==> src/rtl/uart_pkg.sv <==
// Shared UART definitions: FSM states, line levels, MMIO addresses, strobe payload.
package uart_pkg;

  localparam int unsigned DATA_W = 8;

  localparam logic START_BIT = 1'b0;
  localparam logic STOP_BIT  = 1'b1;

  localparam logic [31:0] UART_MMIO_ADDR = 32'h0000_fff0;
  localparam logic [31:0] UART_MMIO_FLAG = 32'h0000_fff1;

  typedef enum logic [1:0] {
    IDLE  = 2'd0,
    START = 2'd1,
    DATA  = 2'd2,
    STOP  = 2'd3
  } uart_state_e;

  // Strobe-plus-byte word driven by the core's UART MMIO port.
  typedef struct packed {
    logic              valid;
    logic [DATA_W-1:0] data;
  } uart_mmio_t;

endpackage

==> src/rtl/uart_fifo.sv <==
// Synchronous byte FIFO; occupancy tracked by a counter so wrapped pointers never alias full/empty.
module uart_fifo
  import uart_pkg::*;
#(
  parameter  int unsigned DEPTH = 16,
  localparam int unsigned AW    = $clog2(DEPTH),
  localparam int unsigned CW    = AW + 1
) (
  input  logic              clock,
  input  logic              reset_n,
  input  logic              push,
  input  logic [DATA_W-1:0] wdata,
  input  logic              pop,
  output logic [DATA_W-1:0] rdata_c,
  output logic [CW-1:0]     count,
  output logic              full,
  output logic              empty
);

  logic [DATA_W-1:0] mem [DEPTH];
  logic [AW-1:0]     wr_ptr;
  logic [AW-1:0]     rd_ptr;
  logic [CW-1:0]     count_d;
  logic              do_push;
  logic              do_pop;

  // A push into a full FIFO is still taken when the head leaves on the same edge.
  assign do_pop  = pop & ~empty;
  assign do_push = push & (~full | do_pop);
  assign rdata_c = mem[rd_ptr];

  // Next occupancy.
  always_comb begin
    count_d = count;
    if (do_push && !do_pop) begin
      count_d = count + CW'(1);
    end else if (!do_push && do_pop) begin
      count_d = count - CW'(1);
    end
  end

  // Storage array, contents not reset.
  always_ff @(posedge clock) begin
    if (do_push) begin
      mem[wr_ptr] <= wdata;
    end
  end

  // Pointers and registered status.
  always_ff @(posedge clock or negedge reset_n) begin
    if (!reset_n) begin
      wr_ptr <= '0;
      rd_ptr <= '0;
      count  <= '0;
      full   <= 1'b0;
      empty  <= 1'b1;
    end else begin
      if (do_push) wr_ptr <= wr_ptr + AW'(1);
      if (do_pop)  rd_ptr <= rd_ptr + AW'(1);
      count <= count_d;
      full  <= (count_d == CW'(DEPTH));
      empty <= (count_d == '0);
    end
  end

endmodule

==> src/rtl/uart_tx_fifo.sv <==
// Buffered 8N1 transmitter: queues MMIO byte strobes and serialises them LSB first.
module uart_tx_fifo
  import uart_pkg::*;
#(
  parameter  int unsigned CLKS_PER_BIT = 16,
  parameter  int unsigned FIFO_DEPTH   = 16,
  localparam int unsigned CW           = $clog2(FIFO_DEPTH) + 1
) (
  input  logic          clock,
  input  logic          reset_n,
  input  logic [8:0]    uart_in,
  output logic          tx,
  output logic          tx_busy,
  output logic [CW-1:0] fifo_count,
  output logic          fifo_full,
  output logic          overflow
);

  localparam int unsigned BW = $clog2(CLKS_PER_BIT);
  localparam logic [BW-1:0] BAUD_LOAD = BW'(CLKS_PER_BIT - 1);

  uart_mmio_t        req;
  uart_state_e       state_q;
  uart_state_e       state_d;
  logic [BW-1:0]     baud_q;
  logic [BW-1:0]     baud_d;
  logic [2:0]        bit_q;
  logic [2:0]        bit_d;
  logic [DATA_W-1:0] shift_q;
  logic [DATA_W-1:0] shift_d;
  logic              tx_d;
  logic              pop_c;
  logic              fifo_empty;
  logic [DATA_W-1:0] fifo_rdata;

  assign req = uart_mmio_t'(uart_in);

  uart_fifo #(
    .DEPTH (FIFO_DEPTH)
  ) u_fifo (
    .clock   (clock),
    .reset_n (reset_n),
    .push    (req.valid),
    .wdata   (req.data),
    .pop     (pop_c),
    .rdata_c (fifo_rdata),
    .count   (fifo_count),
    .full    (fifo_full),
    .empty   (fifo_empty)
  );

  // Frame sequencing; STOP chains straight into START when more bytes are waiting.
  always_comb begin
    state_d = state_q;
    baud_d  = baud_q;
    bit_d   = bit_q;
    shift_d = shift_q;
    pop_c   = 1'b0;
    unique case (state_q)
      IDLE: begin
        if (!fifo_empty) begin
          pop_c   = 1'b1;
          shift_d = fifo_rdata;
          baud_d  = BAUD_LOAD;
          state_d = START;
        end
      end
      START: begin
        if (baud_q == '0) begin
          state_d = DATA;
          bit_d   = 3'd0;
          baud_d  = BAUD_LOAD;
        end else begin
          baud_d = baud_q - BW'(1);
        end
      end
      DATA: begin
        if (baud_q == '0) begin
          baud_d = BAUD_LOAD;
          if (bit_q == 3'd7) begin
            state_d = STOP;
          end else begin
            bit_d   = bit_q + 3'd1;
            shift_d = shift_q >> 1;
          end
        end else begin
          baud_d = baud_q - BW'(1);
        end
      end
      STOP: begin
        if (baud_q == '0) begin
          if (!fifo_empty) begin
            pop_c   = 1'b1;
            shift_d = fifo_rdata;
            baud_d  = BAUD_LOAD;
            state_d = START;
          end else begin
            state_d = IDLE;
          end
        end else begin
          baud_d = baud_q - BW'(1);
        end
      end
      default: state_d = IDLE;
    endcase
  end

  // Line level for the upcoming cycle.
  always_comb begin
    tx_d = STOP_BIT;
    case (state_d)
      START:   tx_d = START_BIT;
      DATA:    tx_d = shift_d[0];
      default: tx_d = STOP_BIT;
    endcase
  end

  // FSM, baud counter, shift register and registered outputs.
  always_ff @(posedge clock or negedge reset_n) begin
    if (!reset_n) begin
      state_q  <= IDLE;
      baud_q   <= '0;
      bit_q    <= 3'd0;
      shift_q  <= '0;
      tx       <= STOP_BIT;
      tx_busy  <= 1'b0;
      overflow <= 1'b0;
    end else begin
      state_q  <= state_d;
      baud_q   <= baud_d;
      bit_q    <= bit_d;
      shift_q  <= shift_d;
      tx       <= tx_d;
      tx_busy  <= (state_d != IDLE);
      overflow <= overflow | (req.valid & fifo_full & ~pop_c);
    end
  end

endmodule
==> config.mk <==
export PLATFORM = sky130hd
export DESIGN_NAME = uart_tx_fifo
export DESIGN_NICKNAME = d
export VERILOG_FILES = /design/src/rtl/uart_pkg.sv /design/src/rtl/uart_fifo.sv /design/src/rtl/uart_tx_fifo.sv
export SDC_FILE = /design/constraint.sdc
export NUM_CORES = 1
export LEC_CHECK = 0
export ABC_CLOCK_PERIOD_IN_PS = 5100
export BUFFER_PORTS_ARGS = -buffer_cell sky130_fd_sc_hd__buf_2
export CAP_MARGIN = 0
export CORE_ASPECT_RATIO = 1.5
export CORE_MARGIN = 4
export CORE_UTILIZATION = 45
export CTS_BUF_LIST = sky130_fd_sc_hd__clkbuf_4 sky130_fd_sc_hd__clkbuf_8
export DETAILED_ROUTE_END_ITERATION = 8
export SYNTH_ARGS = -nofsm -noshare
export SYNTH_HDL_FRONTEND = slang
export SYNTH_SLANG_ARGS = --single-unit
==> constraint.sdc <==
create_clock -name clock -period 5.1 [get_ports clock]
set_input_delay 1.53 -clock clock [delete_from_list [all_inputs] [get_ports clock]]
set_output_delay 1.53 -clock clock [all_outputs]
set_load 0.005 [all_outputs]
==> flow_metrics.env, run 1 <==
export IMPL_ctsHoldBuffers=0
export IMPL_status="finished, final reports clean"
export IMPL_hp_class="reg -> reg"
export IMPL_drcViolationCount=0
export IMPL_yosysSeqAreaShare=0.657
export IMPL_syn2layout_area_growth_pct=8.18
export IMPL_final_cell_area_mm2=0.00777
export IMPL_cts_buffers=17
export IMPL_fin_skew_ns=0.0169
export IMPL_crit_fanout=18
export IMPL_fmax_mhz=311
export IMPL_hold_viol_final=0
export IMPL_ir_drop_uv=158
export IMPL_synth_ff_type="edfxtp_1"
export IMPL_whs_path_depth=1
export IMPL_r2r_end="u_fifo.mem[5][7]"
export IMPL_syn_area_per_cell_um2=15.9
export IMPL_synth_top_area_frac=0.535
export IMPL_crit_required_ns=5.20
export IMPL_cts_setup_buffers=0
export IMPL_cp_start_kind="flip-flop"
export IMPL_n_antenna_cell=0
export IMPL_core_area_mm2=0.0156
export IMPL_crit_arrival_ns=3.31
export IMPL_dr_total_vias=3915
export IMPL_grtUsageTotal=0.181
export IMPL_p_leak_uw=0.00270
export IMPL_grt_pass1_wl_mm=24.1
export IMPL_drive_gt1_frac=0.199
export IMPL_synthCells=451
export IMPL_synth_edf_count=128
export IMPL_power_frac_comb=0.140
export IMPL_nets=497
export IMPL_start_util=0.460
export IMPL_layout_commonest_cell="edfxtp_1"
export IMPL_sequentialPowerShare=0.586
export IMPL_synth_cell_types=61
export IMPL_ctsResizeCount=0
export IMPL_swShare=0.283
export IMPL_reg2reg_from="state_q[0]"
export IMPL_synth_area_mm2=0.00719
export IMPL_fin_tns_setup_ns=0
export IMPL_period_share=0.630
export IMPL_p_switching_uw=819
export IMPL_async_flop_share=0.215
export IMPL_h_tree_depth=4
export IMPL_reg2reg_depth=7
export IMPL_tightest_slew_ns=0.968
export IMPL_ys_warn_count=0
export IMPL_hold_ws_ns=0.458
export IMPL_finalNonFillerCells=685
export IMPL_cts_sinks=163
export IMPL_grt_overflow=0
export IMPL_gp_congestion=0.837
export IMPL_crit_path_end="u_fifo.mem[5][7]"
export IMPL_cts_tree="built"
export IMPL_n_fill_cell=1285
export IMPL_dr_first_iter_drc_count=358
export IMPL_wl_mm=15.6
export IMPL_max_slew_margin=0.350
export IMPL_die_area_mm2=0.0181
export IMPL_grt_pass1_vias=4087
export IMPL_worst_setup_path_end_kind="flip-flop"
export IMPL_dp_hpwl_mm=11.1
export IMPL_ff_latch_area_mm2=0.00472
export IMPL_fp_row_count=56
export IMPL_antenna_found_initial=0
export IMPL_min_period_ns=3.21
export IMPL_antenna_violating_nets_post_route=0
export IMPL_port_buffers=19
export IMPL_final_cell_mix="edfxtp_1, mux4_2, dfrtp_1"
export IMPL_cellPowerDensity_mw_per_mm2=372
export IMPL_routedWlPerCell_um=22.7
export IMPL_dp_cells=653
export IMPL_syn_nets=479
export IMPL_clockPowerShare=0.274
export IMPL_setup_viol=0
export IMPL_r2r_slack_ns=1.89
export IMPL_cap_violations=0
export IMPL_cts_buffer_depth=2
export IMPL_vias_per_cell=5.72
export IMPL_synth_area_top_cells="edfxtp_1, dfrtp_1, mux4_2"
export IMPL_p_int_uw=2070
export IMPL_grt_max_degree=38
export IMPL_clk_insertion_delay_late_ns=0.45
export IMPL_die_y_um=163
export IMPL_rsz0062_at_grt="no"
export IMPL_drtPass1Iterations=4
export IMPL_fp_dieW_um=111
export IMPL_critPathKind="reg -> reg"
export IMPL_drv_slew=0
export IMPL_multi_input_area_mm2=0.00225
export IMPL_clkTransAtPathRegs_ns=0.09
export IMPL_yosysTopAreaCell="edfxtp_1"
export IMPL_pin_count=20
export IMPL_fin_util=0.498
export IMPL_cp_startpoint="state_q[0]"
export IMPL_ys_seq_elements=163
export IMPL_root_buffer="clkbuf_8"
export IMPL_placed_area_mm2=0.00745
==> synth_stat cells, drive strengths merged, types with 2 or more instances <==
master and count:
dfrtp 33, buf 12, and3 2, nor3 6
nand4 4, a22oi 2, and2 9, dfstp 2
xnor2 7, nand2 21, nor2 19, nand3 2
inv 23, a21o 3, a221o 5, clkbuf 12
mux2 2, ha 17, nor2b 9, nand2b 3
mux2i 10, nor4 5, a22o 2, edfxtp 128
a211oi 7, a21oi 9, or4b 2, o31ai 3
nor3b 4, o21ai 25, xor2 6, mux4 35
a2111oi 3
==> critical path: stages, from the launching register on <==
cell and delay (ns):
dfrtp_1 0.43, ha_1 0.41, nand4bb_1 0.28, a211oi_4 0.30, buf_4 0.26, o21ai_1 0.25, nor3b_1 0.48, and2_1 0.45
==> metrics by stage <==
step / setup slack [ns] / power (uW)
2_1_floorplan: 1.90 / 1940
3_3_place_gp: 1.87 / 2120
6_report: 1.89 / 2890
3_5_place_dp: 1.80 / 2130
5_1_grt: 1.68 / 3020
4_1_cts: 1.86 / 2920
==> cell type report <==
cell class / instances / share of cell area
inverters: 24 / 0.0116
well taps: 203 / 0.0327
multi-input cells: 240 / 0.290
clock buffers: 17 / 0.0301
flip-flops and latches: 163 / 0.608
repair buffers: 23 / 0.0161
clock inverters: 15 / 0.0121
==> kinds of logic after synthesis <==
logic type / share of synthesized area
AOI/OAI and AO/OA: 0.0676
muxes: 0.127
and+or+nand+nor: 0.0712
adders and majority gates: 0.0296
buffers and inverters: 0.0319
xor gates and xnor gates: 0.0158
DFF: 0.657
==> how the worst min path moves through the flow <==
stage                     slack, ns  endpoint      from
after global routing           0.50  overflow  overflow
after floorplan                0.45  overflow  overflow
after detailed placement       0.45  overflow  overflow
after global placement         0.44  overflow  overflow
after CTS                      0.47  overflow  overflow
final                          0.46  overflow  overflow
==> sequential cells by signal, indices dropped and copies added, names as in the netlist, 2 cells and up <==
register	count
baud_q	4
bit_q	3
shift_q	8
state_q	2
u_fifo.count	5
u_fifo.mem	128
u_fifo.rd_ptr	4
u_fifo.wr_ptr	4
==> routing by layer <==
metal,wire length [um],global-route usage
met2,8670,0.334
met1,5790,0.207
met4,501,0.0786
met3,599,0.0294
met5,0,0
==> power groups by stage <==
stage / clock network (uW) / logic, uW / registers, uW
after floorplan: 0 / 280 / 1660
after detailed placement: 0 / 409 / 1720
after global placement: 0 / 403 / 1720
final: 792 / 405 / 1690
after CTS: 810 / 412 / 1690
after global routing: 866 / 443 / 1710
(Power assumes the default switching activity.)
==> inputs of run 2 (changes only) <==
--- a/config.mk
+++ b/config.mk
@@ -5,7 +5,8 @@
 export SDC_FILE = /design/constraint.sdc
 export NUM_CORES = 1
 export LEC_CHECK = 0
-export ABC_CLOCK_PERIOD_IN_PS = 5100
+export ABC_AREA = 1
+export ABC_CLOCK_PERIOD_IN_PS = 3250
 export BUFFER_PORTS_ARGS = -buffer_cell sky130_fd_sc_hd__buf_2
 export CAP_MARGIN = 0
 export CORE_ASPECT_RATIO = 1.5
==> constraint.sdc (replaced) <==
create_clock -name clock -period 3.25 [get_ports clock]
set_input_delay 0.975 -clock clock [delete_from_list [all_inputs] [get_ports clock]]
set_output_delay 0.975 -clock clock [all_outputs]
set_load 0.005 [all_outputs]
==> flow_metrics.env, run 2 <==
export IMPL_fmax_mhz=379
export IMPL_cap_violations=0
export IMPL_ys_seq_elements=163
export IMPL_dr_first_iter_drc_count=495
export IMPL_critPathKind="reg -> reg"
export IMPL_port_buffers=19
export IMPL_fin_tns_setup_ns=0
export IMPL_ir_drop_uv=435
export IMPL_grt_overflow=0
export IMPL_final_cell_mix="nand2_1, edfxtp_1, nand3_1"
export IMPL_yosysTopAreaCell="edfxtp_1"
export IMPL_cp_common_cell="nand2_1"
export IMPL_dp_cells=918
export IMPL_ctsResizeCount=0
export IMPL_hold_viol_final=0
export IMPL_fin_skew_ns=0.0158
export IMPL_antenna_found_initial=0
export IMPL_max_slew_margin=0.457
export IMPL_clk_insertion_delay_late_ns=0.45
export IMPL_layout_commonest_cell="nand2_1"
export IMPL_ys_warn_count=0
export IMPL_cts_buffers=17
export IMPL_p_leak_uw=0.00326
export IMPL_status="finished, final reports clean"
export IMPL_nets=759
export IMPL_routedWlPerCell_um=18.2
export IMPL_worst_setup_path_end_kind="flip-flop"
export IMPL_rsz0062_at_grt="no"
export IMPL_clkTransAtPathRegs_ns=0.08
export IMPL_path_buf_inv=2
export IMPL_r2r_slack_ns=0.61
export IMPL_cellPowerDensity_mw_per_mm2=909
export IMPL_synth_most_common_cell="nand2_1"
export IMPL_worst_path_dominant_cell_family="simple AND/OR/NAND/NOR gates"
export IMPL_ctsHoldBuffers=0
export IMPL_cts_buffer_depth=2
export IMPL_async_flop_share=0.215
export IMPL_finalNonFillerCells=950
export IMPL_grt_pass1_vias=5108
export IMPL_antenna_violating_nets_post_route=0
export IMPL_final_cell_area_mm2=0.00804
export IMPL_syn_nets=745
export IMPL_cts_tree="built"
export IMPL_synth_edf_count=128
export IMPL_crit_arrival_ns=2.71
export IMPL_synth_commonest_cells="nand2_1, edfxtp_1, nand3_1"
export IMPL_drtPass1Iterations=5
export IMPL_crit_fanout=8
export IMPL_cts_sinks=163
export IMPL_synth_top_area_frac=0.519
export IMPL_cp_startpoint="baud_q[0]"
export IMPL_start_util=0.457
export IMPL_hp_class="reg -> reg"
export IMPL_fp_row_count=57
export IMPL_n_fill_cell=1498
export IMPL_reg2reg_from="baud_q[0]"
export IMPL_syn_area_per_cell_um2=10.3
export IMPL_grtUsageTotal=0.194
export IMPL_vias_per_cell=5.36
export IMPL_core_area_mm2=0.0162
export IMPL_cp_start_kind="flip-flop"
export IMPL_root_buffer="clkbuf_8"
export IMPL_wl_mm=17.3
export IMPL_grt_pass1_wl_mm=27.3
export IMPL_syn2layout_area_growth_pct=8.63
export IMPL_grt_max_degree=67
export IMPL_h_tree_depth=4
export IMPL_placed_area_mm2=0.00765
export IMPL_die_y_um=165
export IMPL_fp_dieW_um=113
export IMPL_dp_hpwl_mm=12.0
export IMPL_drv_slew=0
export IMPL_pin_count=20
export IMPL_power_uw=7310
export IMPL_crit_path_max_incr_delay_ns=0.58
export IMPL_min_from="overflow"
export IMPL_drcViolationCount=0
export IMPL_n_antenna_cell=0
export IMPL_synth_cell_types=36
export IMPL_synth_area_mm2=0.00740
export IMPL_min_period_ns=2.64
export IMPL_tightest_slew_ns=0.815
export IMPL_synthCells=717
export IMPL_dr_total_vias=5088
export IMPL_drive_gt1_frac=0.103
export IMPL_setup_viol=0
export IMPL_cts_setup_buffers=0
export IMPL_synth_ff_type="edfxtp_1"
export IMPL_period_share=0.811
export IMPL_yosysSeqAreaShare=0.638
export IMPL_cp_cell_sequence="inv_1 > ha_1 > nand4_2 > nand2_4 > nand2_8 > nand2_1 > nand2_2 > inv_2 > nand2_1 > nor2_1"
export IMPL_synth_area_top_cells="edfxtp_1, dfrtp_1, nand2_1"
export IMPL_die_area_mm2=0.0186
export IMPL_crit_required_ns=3.33
export IMPL_top_register="u_fifo.mem"
export IMPL_largest_register_ffs=128
export IMPL_slowest_stage="nor2_1"
export IMPL_reg_top3="u_fifo.mem: 128 flops, shift_q: 8 flops, u_fifo.count: 5 flops"
export IMPL_gp_congestion=0.883
[run 2: cell count changes after synthesis, moves of 16 or more]
| cell | change |
|---|---|
| nand2_1 | +197 |
| mux4_2 | -35 |
| inv_1 | +27 |
| nor2_1 | +22 |
| nand3_1 | +94 |
| buf_2 | +16 |
| o21ai_0 | +18 |
[run 2: cell type report]
type	instances	area [um^2]	share of cell area
clock inverters	14	154	0.0191
flip-flops and latches	163	4720	0.587
well taps	206	258	0.0320
multi-input cells	469	2320	0.289
repair buffers	24	133	0.0165
clock buffers	18	241	0.0300
inverters	56	213	0.0264
[run 2: cell families after synthesis]
| family | count (synthesis) | synth area share |
|---|---|---|
| and+or+nand+nor | 373 | 0.221 |
| adders and majority gates | 17 | 0.0287 |
| xor gates and xnor gates | 14 | 0.0166 |
| DFF | 163 | 0.638 |
| buffers and inverters | 85 | 0.0487 |
| AOI/OAI and AO/OA | 65 | 0.0471 |
[run 2: power by group]
part	switching [uW]	internal [uW]
clock network	755	699
logic	2090	915
registers	242	2610
[run 2: stage by stage]
stage	hold WS, ns	setup WS, ns	util
2_1_floorplan	0.457	1.09	-
3_3_place_gp	0.472	0.755	0.472
3_5_place_dp	0.488	0.645	0.472
4_1_cts	0.512	0.611	0.497
5_1_grt	0.543	0.439	0.497
6_report	0.513	0.613	0.497
[run 2: worst register-to-register path, cell delays in order, from the launching register on]
cell and delay [ns]:
dfrtp_1 0.38, inv_1 0.14, ha_1 0.28, nand4_2 0.15, nand2_4 0.17, nand2_8 0.09
nand2_1 0.10, nand2_2 0.11, inv_2 0.11, nand2_1 0.18, nor2_1 0.58
[run 2: routing by layer]
layer,GRT usage,share of wire
met1,0.222,0.38
met4,0.0929,0.040
met3,0.0314,0.043
met5,0,0
met2,0.353,0.53
[run 2: path summary, 6_finish.rpt]
kind / to / depth (start not counted)
setup / recovery: u_fifo.mem[6][0] / 10
hold / removal: overflow / 1
setup reg to reg: u_fifo.mem[6][0] / 10
hold reg to reg: overflow / 1
max in group asynchronous: u_fifo.rd_ptr[0] / 1
min in group asynchronous: bit_q[0] / 1
==> inputs of run 3 (changes only) <==
--- a/config.mk
+++ b/config.mk
@@ -6,7 +6,7 @@
 export NUM_CORES = 1
 export LEC_CHECK = 0
 export ABC_AREA = 1
-export ABC_CLOCK_PERIOD_IN_PS = 3250
+export ABC_CLOCK_PERIOD_IN_PS = 2200
 export BUFFER_PORTS_ARGS = -buffer_cell sky130_fd_sc_hd__buf_2
 export CAP_MARGIN = 0
 export CORE_ASPECT_RATIO = 1.5
==> constraint.sdc (replaced) <==
create_clock -name clock -period 2.2 [get_ports clock]
set_input_delay 0.66 -clock clock [delete_from_list [all_inputs] [get_ports clock]]
set_output_delay 0.66 -clock clock [all_outputs]
set_load 0.005 [all_outputs]
==> flow_metrics.env, run 3 (synthesized netlist as in run 2, its figures left out) <==
export IMPL_cellPowerDensity_mw_per_mm2=1350
export IMPL_syn2layout_area_growth_pct=11.8
export IMPL_clkTransAtPathRegs_ns=0.09
export IMPL_wl_mm=17.7
export IMPL_critPathKind="reg -> reg"
export IMPL_vias_per_cell=5.28
export IMPL_port_buffers=19
export IMPL_drcViolationCount=0
export IMPL_largest_register_ffs=128
export IMPL_cap_violations=0
export IMPL_hold_ws_ns=0.251
export IMPL_ir_drop_uv=639
export IMPL_root_buffer="clkbuf_8"
export IMPL_drtPass1Iterations=5
export IMPL_clk_insertion_delay_late_ns=0.44
export IMPL_fin_util=0.511
export IMPL_fp_dieW_um=113
export IMPL_cts_tree="built"
export IMPL_routedWlPerCell_um=18.2
export IMPL_fin_tns_setup_ns=0
export IMPL_min_period_ns=2.09
export IMPL_hp_class="in -> async"
export IMPL_grtUsageTotal=0.196
export IMPL_nets=783
export IMPL_dp_hpwl_mm=11.9
export IMPL_hold_viol_final=0
export IMPL_reg_top3="u_fifo.mem: 128 flops, shift_q: 8 flops, u_fifo.count: 5 flops"
export IMPL_max_slew_margin=0.537
export IMPL_gp_congestion=0.882
export IMPL_drv_slew=0
export IMPL_dr_total_vias=5142
export IMPL_crit_fanout=8
export IMPL_cts_buffers=17
export IMPL_fin_skew_ns=0.00999
export IMPL_cp_start_kind="flip-flop"
export IMPL_cts_sinks=163
export IMPL_grt_overflow=0
export IMPL_setup_viol=0
export IMPL_grt_pass1_vias=5257
export IMPL_crit_arrival_ns=2.26
export IMPL_pin_count=20
export IMPL_start_util=0.457
export IMPL_rsz0062_at_grt="no"
export IMPL_crit_required_ns=2.36
export IMPL_cts_buffer_depth=2
export IMPL_preCtsSetupSlack_ns=0.0224
export IMPL_p_leak_uw=0.00342
export IMPL_period_share=0.952
export IMPL_layout_commonest_cell="nand2_1"
export IMPL_core_area_mm2=0.0162
export IMPL_ctsHoldBuffers=0
export IMPL_top_register="u_fifo.mem"
export IMPL_grt_max_degree=67
export IMPL_grt_pass1_wl_mm=27.5
export IMPL_tightest_slew_ns=0.694
export IMPL_antenna_found_initial=0
export IMPL_fin_ws_ns=0.106
export IMPL_die_area_mm2=0.0186
export IMPL_final_cell_mix="nand2_1, edfxtp_1, nand3_1"
export IMPL_worst_setup_path_end_kind="flip-flop"
export IMPL_drive_gt1_frac=0.142
export IMPL_dr_first_iter_drc_count=324
export IMPL_die_y_um=165
export IMPL_fmax_mhz=478
export IMPL_status="finished, final reports clean"
export IMPL_n_antenna_cell=0
export IMPL_fp_row_count=57
export IMPL_h_tree_depth=4
export IMPL_antenna_violating_nets_post_route=0
-- run 3: changes by cell type in the layout (fill, tap and decap cells not counted), sizes merged --
cell,change
buf,+24
clkbuf,-1
clkinv,-1
clkinvlp,-3
inv,+5
-- run 3: worst max-delay path, stage by stage, from the launching register on --
cell and delay (ns):
dfrtp_1 0.44, inv_2 0.12, ha_2 0.31, inv_4 0.09
nand2_8 0.07, nand2_1 0.09, nand2_2 0.11, inv_2 0.13
nand2_2 0.12, nor2_1 0.13, buf_4 0.19
-- run 3: metal layers --
metal / GRT usage / vias to the layer above / part of all wire
li1: - / 2490 / -
met1: 0.221 / 2485 / 0.38
met2: 0.365 / 125 / 0.55
met3: 0.0259 / 42 / 0.031
met4: 0.0891 / 0 / 0.033
met5: 0 / - / 0
-- run 3: timing repair --
| action | in CTS | in global routing |
|---|---|---|
| gates resized for setup | 0 | 7 |
| buffers inserted | 0 | 1 |
| setup endpoints to repair | 0 | 128 |
-- run 3: path summary, 6_finish.rpt --
kind | startpoint | end | slack (ns) | depth (start not counted)
worst max register to register | state_q[1] | u_fifo.mem[6][6] | 0.11 | 10
worst min register to register | overflow | overflow | 0.50 | 1
min in group clock | overflow | overflow | 0.50 | 1
worst max-delay path | state_q[1] | u_fifo.mem[6][6] | 0.11 | 10
worst min-delay path | reset_n | baud_q[2] | 0.25 | 1
max in group asynchronous | reset_n | shift_q[5] | 1.39 | 2
-- run 3: stage by stage --
step | instance area (um^2) | power, uW | cells
2_1_floorplan | 7400 | 7470 | 717
3_3_place_gp | 7860 | 8860 | 941
3_5_place_dp | 7860 | 8960 | 941
4_1_cts | 8260 | 11200 | 973
5_1_grt | 8280 | 11900 | 974
6_report | 8280 | 11200 | 974
-- run 3: layout make-up --
| type | count | area, um^2 |
|---|---|---|
| clock buffer | 17 | 234 |
| clock inverter | 15 | 168 |
| fill | 1441 | 7910 |
| inverter | 56 | 213 |
| multi-input combinational | 469 | 2330 |
| sequential | 163 | 4720 |
| tap | 206 | 258 |
| timing repair buffer | 48 | 350 |
-- run 3: report_power, final --
part           total [uW]  internal, uW  switching (uW)
logic                4760          1580            3180
clock network        2220          1040            1170
registers            4200          3860             343
total               11200          6480            4690
